**config.mk**
```make
export PLATFORM = sky130hd
export DESIGN_NAME = seg7_scan_driver
export DESIGN_NICKNAME = d
export VERILOG_FILES = /design/src/rtl/seg7_scan_driver.sv
export SDC_FILE = /design/constraint.sdc
export NUM_CORES = 1
export LEC_CHECK = 0
export ABC_CLOCK_PERIOD_IN_PS = 4400
export BUFFER_PORTS_ARGS = -buffer_cell sky130_fd_sc_hd__buf_4
export CAP_MARGIN = 20
export CORE_MARGIN = 3
export CORE_UTILIZATION = 50
export DETAILED_ROUTE_END_ITERATION = 7
export PLACE_DENSITY = 0.72
export SYNTH_ARGS = -nofsm -noshare
export SYNTH_HDL_FRONTEND = slang
export SYNTH_SLANG_ARGS = --single-unit
```
**constraint.sdc**
```tcl
create_clock -name clk -period 4.4 [get_ports clk]
set_input_delay 0 -clock clk [delete_from_list [all_inputs] [get_ports clk]]
set_output_delay 0 -clock clk [all_outputs]
set_load 0.1 [all_outputs]
```
**src/rtl/seg7_scan_driver.sv**
```systemverilog
// seg7_scan_driver: multiplexed 7-segment scanner with frame-synchronous word update
module seg7_scan_driver #(
   parameter int DIGITS      = 4,
   parameter int REFRESH_DIV = 1000
) (
   input  logic                clk,
   input  logic                rst,
   input  logic                en,
   input  logic                load,
   input  logic [4*DIGITS-1:0] value,
   input  logic [DIGITS-1:0]   dp_in,
   input  logic                hex_mode,
   input  logic                lzb,
   output logic [6:0]          seg,
   output logic                dp_out,
   output logic [DIGITS-1:0]   an,
   output logic                load_ack,
   output logic                frame_start
);
   localparam int IW = DIGITS > 1 ? $clog2(DIGITS) : 1;
   localparam int DW = $clog2(REFRESH_DIV);
   localparam int W  = 5*DIGITS;

   logic [DW-1:0] div;
   logic [IW-1:0] idx;
   logic [W-1:0]  shadow, disp, word;
   logic          pending, div_end, boundary, blank, dp_bit, zero;
   logic [3:0]    nib;
   logic [6:0]    seg_nx;

   function automatic logic [6:0] decode(input logic [3:0] n, input logic hex);
      case (n)
         4'h0:    return 7'b1111110;
         4'h1:    return 7'b0110000;
         4'h2:    return 7'b1101101;
         4'h3:    return 7'b1111001;
         4'h4:    return 7'b0110011;
         4'h5:    return 7'b1011011;
         4'h6:    return 7'b1011111;
         4'h7:    return 7'b1110000;
         4'h8:    return 7'b1111111;
         4'h9:    return 7'b1111011;
         4'hA:    return hex ? 7'b1110111 : 7'b0000000;
         4'hB:    return hex ? 7'b0011111 : 7'b0000000;
         4'hC:    return hex ? 7'b1001110 : 7'b0000000;
         4'hD:    return hex ? 7'b0111101 : 7'b0000000;
         4'hE:    return hex ? 7'b1001111 : 7'b0000000;
         default: return hex ? 7'b1000111 : 7'b0000000;
      endcase
   endfunction

   assign word     = {value, dp_in};
   assign div_end  = en && div == DW'(REFRESH_DIV-1);
   assign boundary = div_end && idx == IW'(DIGITS-1);

   // refresh divider and active-digit index, parked at zero while disabled
   always_ff @(posedge clk or posedge rst)
      if (rst) begin
         div <= '0;
         idx <= '0;
      end else if (!en) begin
         div <= '0;
         idx <= '0;
      end else begin
         div <= div_end ? '0 : div + 1'b1;
         if (div_end) idx <= idx == IW'(DIGITS-1) ? '0 : idx + 1'b1;
      end

   // capture loads into shadow; swap into disp only at the frame boundary (load on that edge bypasses)
   always_ff @(posedge clk or posedge rst)
      if (rst) begin
         shadow   <= '0;
         disp     <= '0;
         pending  <= 1'b0;
         load_ack <= 1'b0;
      end else begin
         load_ack <= load;
         if (load) shadow <= word;
         if (boundary) disp <= load ? word : (pending ? shadow : disp);
         pending <= boundary ? 1'b0 : (pending | load);
      end

   // select active nibble and dp; blank when it and every more significant nibble are zero
   always_comb begin
      zero   = 1'b1;
      nib    = '0;
      blank  = 1'b0;
      dp_bit = 1'b0;
      for (int k = DIGITS-1; k >= 0; k--) begin
         zero = zero & (disp[DIGITS+4*k +: 4] == 4'd0);
         if (idx == IW'(k)) begin
            nib    = disp[DIGITS+4*k +: 4];
            blank  = lzb & zero & (k != 0);
            dp_bit = disp[k];
         end
      end
      seg_nx = blank ? 7'b0000000 : decode(nib, hex_mode);
   end

   // registered pin outputs, forced low while disabled
   always_ff @(posedge clk or posedge rst)
      if (rst) begin
         seg         <= '0;
         dp_out      <= 1'b0;
         an          <= '0;
         frame_start <= 1'b0;
      end else begin
         seg         <= en ? seg_nx : '0;
         dp_out      <= en & dp_bit;
         an          <= en ? DIGITS'(1) << idx : '0;
         frame_start <= en && div == '0 && idx == '0;
      end
endmodule

```
==> results.md, run 1 <==
* Status: complete, no violations
* Seq/Total Area, Yosys at 0.547
* Vias in the first global route at 2105
* Nets at 348
* Core region area at 5710 sq um
* Post-DRT Antenna Nets at 0
* Top layer in use: met4
* Clk buf depth at 2
* Initial Util at 0.537
* Min Tclk post-route at 2.40 ns
* ANT cells at 0
* All-Layer GR Usage at 0.180
* Layout cells sized above 1 at 0.305
* Max-slew violation count at 0
* Final period util at 0.547
* Multi-input combinational cell area at 1310 sq um
* FILL cells at 443
* FF/Latch Area at 1680 sq um
* DR DRC count at 0
* CTS H-tree lvls at 3
* Largest net degree at the start of global routing at 68
* Critical Path RT at 4.65 ns
* Power density over cell area at 334 nW/um^2
* Initial antenna violation count at 0
* Worst vdd ir at 0.226 mV
* Routed met3 length at 263 um
* Register bit count reported by yosys at 67
* Drt wl/cell at 15.0 um
* Num CTS Buffers at 9
* Critical path capture point type: flip-flop
* Maximum Capacitance Violations at 0
* Die ar. at 7110 sq um
* Worst Hold Launch: lzb
* Final-report hold violation count at 0
* Synth Cell Area at 3070 sq um
* P_leak at 1.85 nW
* Placed cells at 353
* Clock transition at path regs at 0.07 ns
* Drt first-iter violations at 97
* GPL Wtd Cong at 0.886
* Chip Width at 84.3 um
* Die Y at 84.3 um
* Worst Hold Class: primary input to flip-flop
* Via density at 5.31
* Clk root buf: clkbuf_8
* Area grow syn2layout at 25.2%
* Total wire length at 5.90 mm
* Worst Tran Pin Value at 0.815 ns
* Finished Core Util at 0.672
* Reg-to-Reg Start: idx[0]
* Synth Area per Inst at 12.3 sq um
* Clock Skew at 0.00493 ns
* Vias at 2088
* Relative slew slack at 0.457
* CTS tree: yes
* Cells after synthesis at 249
* # IOs at 40
* Netlist cell types at 40
* Syn Nets at 281
* Final cell count without fillers at 393
* Clock net sink count at 67
* Met2 wire length at 2.65 mm
* CP Max Fanout at 9
* DP HPWL at 3.94 mm
* First-pass GRT wire length at 10.1 mm
* Startpoint Class: flip-flop
* Count of input and output buffers at 39
* Setup violations, final at 0
* GRT overflow at 0
* Wl on met1 at 2.89 mm
* DRT Pass-1 Iters at 4
* Achievable Freq at 0.416 GHz
* Most frequent cells in the layout: dfrtp_1 (67), buf_4 (40), dlygate4sd3_1 (24)
* PostCTS Resize Cnt at 0
* Worst Path Arrival at 2.65 ns
* Setup_tns at 0 ns
* Crit path kind: flip-flop to flip-flop
* Worst-Skew Late Latency at 0.33 ns
* Commonest non-fill, non-tap cell in the layout: dfrtp_1
* # rows at 27
* RSZ-0062 raised after global routing: no
* Yosys warns at 0
* Worst Setup SP: idx[0]
final timing paths:
path / endpoint / slack [ns] / cells after the start
min in group asynchronous: disp[1] / 0.47 / 4
max in group asynchronous: div[5] / 3.38 / 4
worst max-delay path: seg[1] / 2.00 / 8
worst min register to register: frame_start / 0.48 / 1
worst max register to register: seg[1] / 2.00 / 8
worst min-delay path: seg[4] / 0.26 / 4
worst max-delay path: stages, from the launching register on:
cell,delay [ns]
dfrtp_1,0.43
inv_1,0.09
ha_1,0.30
nor2_1,0.33
o211ai_1,0.19
o211a_1,0.24
nor2_1,0.33
o21ai_0,0.20
a31oi_1,0.21
layout make-up:
class,count,area share
sequential,67,0.437
clock inverter,4,0.0130
timing repair buffer,64,0.141
tap,72,0.0235
clock buffer,12,0.0378
multi-input combinational,167,0.341
inverter,7,0.00684
sequential cells by signal, indices dropped and copies added (netlist names):
| name | count |
|---|---|
| seg | 7 |
| an | 4 |
| disp | 20 |
| pending | 1 |
| dp_out | 1 |
| div | 10 |
| frame_start | 1 |
| shadow | 20 |
| idx | 2 |
| load_ack | 1 |
through the flow:
stage	power (mW)	hold slack, ns	cell area, sq um	worst slack, ns
after floorplan	0.739	0.0314	3070	2.36
after global placement	0.777	0.256	3400	2.18
after detailed placement	0.781	0.255	3400	2.09
after CTS	1.30	0.234	3840	2.05
after global routing	1.34	0.315	3840	1.76
final	1.28	0.255	3840	2.00
per-layer routing:
| metal | up-vias | track usage |
|---|---|---|
| li1 | 1016 | - |
| met1 | 1016 | 0.250 |
| met2 | 44 | 0.271 |
| met3 | 12 | 0.0500 |
| met4 | 0 | 0.0643 |
| met5 | - | 0 |
cell families after synthesis:
logic type	share of synthesized area
AO/OA/AOI/OAI	0.0857
XOR/XNOR	0.0257
adder cells (fa/ha/maj)	0.0245
buffers and inverters	0.0261
flip-flops	0.547
multiplexers	0.175
AND/OR/NAND/NOR	0.117
where the power goes:
part / internal (mW) / total [mW] / switching [mW]
sequential: 0.641 / 0.648 / 0.00765
combinational: 0.0577 / 0.136 / 0.0780
clock: 0.277 / 0.498 / 0.221
total: 0.975 / 1.28 / 0.307
cells in the mapped netlist (all sizes together):
cell / count / share of area
a21oi: 8 / 0.013
a31o: 2 / 0.0057
nor4b: 1 / 0.0029
buf: 3 / 0.011
or2: 1 / 0.0020
clkbuf: 5 / 0.0065
or4: 1 / 0.0024
nor2: 21 / 0.026
o21ai: 8 / 0.013
nand4b: 1 / 0.0029
a31oi: 3 / 0.0061
nand2: 15 / 0.018
a221oi: 1 / 0.0029
nand2b: 4 / 0.0082
mux2: 40 / 0.17
o41ai: 1 / 0.0029
mux2i: 1 / 0.0033
xor2: 3 / 0.0086
ha: 6 / 0.024
and2: 5 / 0.010
nand3: 4 / 0.0065
nor3: 3 / 0.0049
xnor2: 6 / 0.017
nand4: 1 / 0.0020
inv: 7 / 0.0086
nand3b: 1 / 0.0024
nor4: 2 / 0.0041
o211ai: 6 / 0.015
nor2b: 4 / 0.0082
dfrtp: 67 / 0.55
and3: 5 / 0.010
a22oi: 3 / 0.0073
o211a: 2 / 0.0065
a311o: 1 / 0.0033
or3: 2 / 0.0057
o22ai: 5 / 0.010
repair_timing:
item	CTS	global route
hold buffers	24	0
buffers inserted	0	0
hold endpoints to repair	98	0
No activity file was read; power rests on OpenSTA's default activity.
==> run 2: changes to the inputs <==
--- a/config.mk
+++ b/config.mk
@@ -5,7 +5,7 @@
 export SDC_FILE = /design/constraint.sdc
 export NUM_CORES = 1
 export LEC_CHECK = 0
-export ABC_CLOCK_PERIOD_IN_PS = 4400
+export ABC_CLOCK_PERIOD_IN_PS = 2450
 export BUFFER_PORTS_ARGS = -buffer_cell sky130_fd_sc_hd__buf_4
 export CAP_MARGIN = 20
 export CORE_MARGIN = 3
==> constraint.sdc (replaced) <==
create_clock -name clk -period 2.45 [get_ports clk]
set_input_delay 0 -clock clk [delete_from_list [all_inputs] [get_ports clk]]
set_output_delay 0 -clock clk [all_outputs]
set_load 0.1 [all_outputs]
==> run 2 against run 1 <==
  * Clock-buffer cell count is 2 lower
  * Register-to-register slack worse by 1.8 ns
  * Combinational power increased by 82%
  * Largest cell class unchanged
==> results.md, run 2 (synthesized netlist as in run 1, its figures left out) <==
* Int Pwr at 1.72 mW
* CTS tree: yes
* Vias at 2134
* Post-CTS Repair Setup Buffers at 0
* DR DRC count at 0
* Worst vdd ir at 0.366 mV
* Num CTS Buffers at 9
* Via density at 5.42
* Post-DRT Antenna Nets at 0
* Clk root buf: clkbuf_8
* DP HPWL at 4.07 mm
* Drt wl/cell at 15.1 um
* # rows at 27
* FF/Latch Area at 1680 sq um
* CP Max Fanout at 10
* Switching share of power at 0.245
* R2R Setup Slk at 0.18 ns
* Maximum Capacitance Violations at 0
* Setup violations, final at 0
* Die Y at 84.3 um
* Startpoint Class: flip-flop
* Combinational Power Share at 0.108
* CP Cell Sequence: inv_1 -> ha_1 -> nand2b_1 -> o211ai_1 -> nor3_1 -> a311o_1 -> a21oi_1
* WHS at 0.221 ns
* Initial antenna violation count at 0
* Initial Util at 0.537
* P_leak at 1.85 nW
* Area grow syn2layout at 25.8%
* R2R depth at 7
* Core region area at 5710 sq um
* Reg-to-Reg Start: idx[0]
* Worst-Skew Late Latency at 0.34 ns
* Routed met3 length at 266 um
* Leading registers by flop count: disp (20), shadow (20), div (10)
* Achievable Freq at 0.441 GHz
* Total power at 2.27 mW
* First-pass GRT wire length at 9.94 mm
* Total wire length at 5.94 mm
* Layout cells sized above 1 at 0.323
* CTS H-tree lvls at 3
* Most frequent cells in the layout: dfrtp_1 (67), buf_4 (42), dlygate4sd3_1 (24)
* Hold Path Stages at 5
* Vias in the first global route at 2114
* CP max stage cell: o211ai_1
* DRT Pass-1 Iters at 4
* Wl on met1 at 2.82 mm
* Multi-input combinational cell area at 1330 sq um
* Final period util at 0.925
* Largest net degree at the start of global routing at 43
* Worst Setup SP: idx[0]
* Setup_tns at 0 ns
* Clock net sink count at 67
* Status: complete, no violations
* # IOs at 40
* All-Layer GR Usage at 0.178
* R2R Path End: seg[3]
* Critical path capture point type: flip-flop
* Nets at 350
* Worst Hold Class: primary input to flip-flop
* Met2 wire length at 2.70 mm
* CP peak stage delay at 0.58 ns
* Max-slew violation count at 0
* Power density over cell area at 589 nW/um^2
* Clk buf depth at 2
* RSZ-0062 raised after global routing: no
* Crit path kind: flip-flop to flip-flop
* GPL Wtd Cong at 0.949
* Worst Path Arrival at 2.54 ns
* ANT cells at 0
* Final-report hold violation count at 0
* Count of input and output buffers at 39
* Top layer in use: met4
* Critical Path RT at 2.72 ns
* Worst Setup EP: seg[3]
* Clk pwr share at 0.379
* NetSw at 0.556 mW
* Clock transition at path regs at 0.07 ns
* FILL cells at 425
* Relative slew slack at 0.555
* Drt first-iter violations at 139
* Commonest non-fill, non-tap cell in the layout: dfrtp_1
* Clock Skew at 0.00798 ns
* Die ar. at 7110 sq um
* Min Tclk post-route at 2.27 ns
* Register share of total power at 0.512
* GRT overflow at 0
* Worst Tran Pin Value at 0.664 ns
* Chip Width at 84.3 um
run 2: final cells by class:
class,instances,share of cell area
inverters,7,0.00681
clock inverters,5,0.0143
well taps,72,0.0233
flip-flops and latches,67,0.435
repair buffers,66,0.144
clock buffers,10,0.0331
multi-input cells,167,0.344
run 2: through the flow:
stage	utilization	std cells	cell area [sq um]	worst slack (ns)
after floorplan	-	249	3070	0.413
after global placement	0.599	355	3420	0.230
after detailed placement	0.599	355	3420	0.170
after CTS	0.673	394	3840	0.147
after global routing	0.676	394	3860	0.0133
final	0.676	394	3860	0.183
run 2: how the worst min path moves through the flow:
stage | from | end | slack [ns]
floorplan | load | load_ack | 0.03
global placement | rst | shadow[0] | 0.08
detailed placement | rst | shadow[0] | 0.09
CTS | lzb | seg[1] | 0.20
global route | lzb | seg[0] | 0.24
finish | lzb | seg[1] | 0.22
run 2: critical path, delay by kind of cell, from the launching register on:
kind / cells / cell delay, ns
AOI/OAI and AO/OA: 3 / 1.03
adders and majority gates: 1 / 0.30
buffers and inverters: 1 / 0.08
DFF: 1 / 0.41
and+or+nand+nor: 2 / 0.38
run 2: what timing repair did:
item	in CTS	in global routing
hold endpoints to repair	99	0
endpoints found under the setup margin	0	6
hold buffers	24	0
gates resized for setup	0	4
run 2: power groups by stage:
stage | combinational [mW] | sequential (mW) | clock [mW]
final | 0.247 | 1.16 | 0.862
after detailed placement | 0.219 | 1.19 | 0
after CTS | 0.251 | 1.16 | 0.891
after floorplan | 0.0826 | 1.25 | 0
after global placement | 0.216 | 1.18 | 0
after global routing | 0.267 | 1.17 | 0.946
run 2: metal layers:
metal / global-route usage / vias up
met3: 0.0550 / 14
met5: 0 / -
met1: 0.237 / 1045
met2: 0.268 / 52
li1: - / 1023
met4: 0.0833 / 0
==> run 3: changes to the inputs <==
--- a/config.mk
+++ b/config.mk
@@ -5,13 +5,14 @@
 export SDC_FILE = /design/constraint.sdc
 export NUM_CORES = 1
 export LEC_CHECK = 0
+export ABC_AREA = 1
 export ABC_CLOCK_PERIOD_IN_PS = 2450
 export BUFFER_PORTS_ARGS = -buffer_cell sky130_fd_sc_hd__buf_4
 export CAP_MARGIN = 20
 export CORE_MARGIN = 3
 export CORE_UTILIZATION = 50
 export DETAILED_ROUTE_END_ITERATION = 7
-export PLACE_DENSITY = 0.72
+export PLACE_DENSITY = 0.71
 export SYNTH_ARGS = -nofsm -noshare
 export SYNTH_HDL_FRONTEND = slang
 export SYNTH_SLANG_ARGS = --single-unit
==> run 3 against run 2 <==
  * Power increased by 2.1%
  * Flip-flop and latch count did not move
  * Via count rose by 30%
  * Clock-buffer cell count grew 2
  * Highest routed layer unchanged
  * First-iteration DRC count up 6.5%
  * Synthesized cell count grew 70%
  * Combinational power hardly changed
  * Critical path type unchanged
  * Clock skew about the same
  * Sequential power hardly changed
  * Area after synthesis up 9.4%
==> results.md, run 3 <==
* EDFF count, synth at 0
* CP peak stage delay at 0.43 ns
* P_leak at 2.20 nW
* GRT overflow at 0
* Setup violations, final at 0
* Num CTS Buffers at 9
* ANT cells at 0
* Leading registers by flop count: disp (20), shadow (20), div (10)
* Most used cell, CP: nand2_1
* Power density over cell area at 563 nW/um^2
* Total wire length at 6.83 mm
* Commonest non-fill, non-tap cell in the layout: nand2_1
* Worst Hold Class: primary input to flip-flop
* Hold EP: shadow[2]
* Drt wl/cell at 12.0 um
* Largest net degree at the start of global routing at 68
* Yosys warns at 0
* CP Max Fanout at 8
* FILL cells at 555
* RSZ-0062 raised after global routing: no
* Synth Area per Inst at 7.93 sq um
* Top area cells in the synthesized netlist: dfrtp_1 (50%), nand2_1 (15%), inv_1 (7.2%)
* CTS H-tree lvls at 3
* Via density at 4.86
* Clock net sink count at 67
* Startpoint Class: flip-flop
* Most frequent cells in the layout: nand2_1 (132), dfrtp_1 (67), inv_1 (63)
* Critical Path RT at 2.69 ns
* GPL Wtd Cong at 0.926
* Initial antenna violation count at 0
* Vias at 2766
* Core region area at 6420 sq um
* Final period util at 0.864
* # IOs at 40
* Worst Tran Pin Value at 0.819 ns
* Final-report hold violation count at 0
* Clock Skew at 0.00772 ns
* Syn Nets at 455
* Die ar. at 7730 sq um
* Area leader, netlist: dfrtp_1
* Synth Cell Area at 3350 sq um
* R2R Setup Slk at 0.33 ns
* Initial Util at 0.522
* Drt first-iter violations at 148
* Area grow syn2layout at 22.9%
* Compound-Gate Fraction of Synth Area at 0.0955
* Worst Hold Launch: dp_in[2]
* Achievable Freq at 0.472 GHz
* # rows at 29
* Worst-Skew Late Latency at 0.34 ns
* Hold_buf cts at 24
* Status: complete, no violations
* Relative slew slack at 0.454
* Share of the synthesized area in the top cell type at 0.500
* Simple-Gate Fraction of Synth Area at 0.278
* Seq/Total Area, Yosys at 0.500
* Cells after synthesis at 423
* Maximum Capacitance Violations at 0
* Min Tclk post-route at 2.12 ns
* Post-DRT Antenna Nets at 0
* Critical path capture point type: flip-flop
* Mux cell area share after synthesis at 0
* Worst Setup SP: idx[0]
* DR DRC count at 0
* Setup_tns at 0 ns
* Nets at 519
* Reg-to-Reg Start: idx[0]
* Main combinational cell family by area after synthesis: simple AND/OR/NAND/NOR gates
* CP Cell Sequence: inv_1 -> ha_1 -> inv_6 -> nand2_1 -> nand3_2 -> a21oi_2 -> nand2_1 -> nand2_1 -> o21ai_1 -> inv_1 -> nand3_1 -> nand2_1 -> inv_1
* Chip Width at 87.9 um
* Top-count cell post-synth: nand2_1
* Prevailing post-synth register cell: dfrtp_1
* First-pass GRT wire length at 12.3 mm
* R2R Path End: seg[4]
* Post-Synth Adder-Cell Area at 0.0224
* Layout cells sized above 1 at 0.173
* Die Y at 87.9 um
* DRT Pass-1 Iters at 4
* CP max stage cell: ha_1
* Hold Path Stages at 4
* Count of input and output buffers at 39
* DP HPWL at 4.90 mm
* Clock transition at path regs at 0.07 ns
* Fraction of registers with async set/reset at 1.00
* Post-synth top cells: nand2_1 (132), dfrtp_1 (67), inv_1 (64)
* Vias in the first global route at 2764
* Crit path kind: flip-flop to flip-flop
* Worst Path Arrival at 2.35 ns
* Register bit count reported by yosys at 67
* CTS tree: yes
* Post-CTS Repair Setup Buffers at 0
* All-Layer GR Usage at 0.203
* Max-slew violation count at 0
* R2R depth at 13
* Clk root buf: clkbuf_8
* Xor/xnor share of the synthesized area at 0.00261
* Worst vdd ir at 0.375 mV
* Netlist cell types at 31
* PostCTS Resize Cnt at 0
* Clk buf depth at 2
* Finished Core Util at 0.642
[run 3: cell count changes after synthesis, moves of 6 or more]
cell      delta
mux2_4      -20
nand3_1     +12
nor2_1      +11
o21ai_0      +7
nand2_1    +117
inv_1       +57
o211ai_1     -6
o21ai_1     +21
a21oi_1      +6
nor2_2       +8
xnor2_1      -6
mux2_2      -20
[run 3: where the power goes]
group / total [mW] / switching [mW] / internal, mW
Sequential: 1.16 / 0.0138 / 1.15
Clock: 0.912 / 0.415 / 0.497
Combinational: 0.248 / 0.159 / 0.0893
[run 3: worst max-delay path by stage]
| stage | slack [ns] | cells past startpoint | endpoint |
|---|---|---|---|
| 2_1_floorplan | 0.74 | 14 | seg[6] |
| 3_3_place_gp | 0.32 | 13 | seg[6] |
| 3_5_place_dp | 0.35 | 13 | seg[6] |
| 4_1_cts | 0.32 | 13 | seg[4] |
| 5_1_grt | 0.1 | 13 | seg[6] |
| 6_report | 0.33 | 13 | seg[4] |
[run 3: through the flow]
stage	power [mW]	area, sq um	hold WS (ns)	std cells	setup WS, ns
floorplan	1.33	3350	0.0314	423	0.735
global placement	1.40	3690	0.227	529	0.319
detailed placement	1.40	3690	0.230	529	0.348
CTS	2.34	4120	0.410	569	0.322
global route	2.43	4120	0.440	569	0.0976
finish	2.32	4120	0.420	569	0.333
[run 3: cell families after synthesis]
group,after synthesis
buffers and inverters,80
XOR/XNOR,1
AND/OR/NAND/NOR,213
adder cells (fa/ha/maj),6
flip-flops,67
AO/OA/AOI/OAI,56
[run 3: area by class of cell]
class	instances	area, sq um	area share
Inverter	68	268	0.0650
Clock buffer	12	145	0.0352
Tap cell	77	96.3	0.0234
Sequential cell	67	1680	0.407
Multi-Input combinational cell	276	1340	0.325
Timing Repair Buffer	65	548	0.133
Clock inverter	4	50.0	0.0121
[run 3: worst max-delay path: cells and delay by family, from the launching register on]
family          cells  cell delay, ns
compound gates      2            0.30
simple gates        6            0.58
fa+ha+maj           1            0.43
flops               1            0.41
buf+inv             4            0.28
[run 3: layer usage]
metal	track usage	wire, um
met2	0.317	3140
met3	0.0499	249
met5	0	0
met4	0.0767	99
met1	0.275	3340
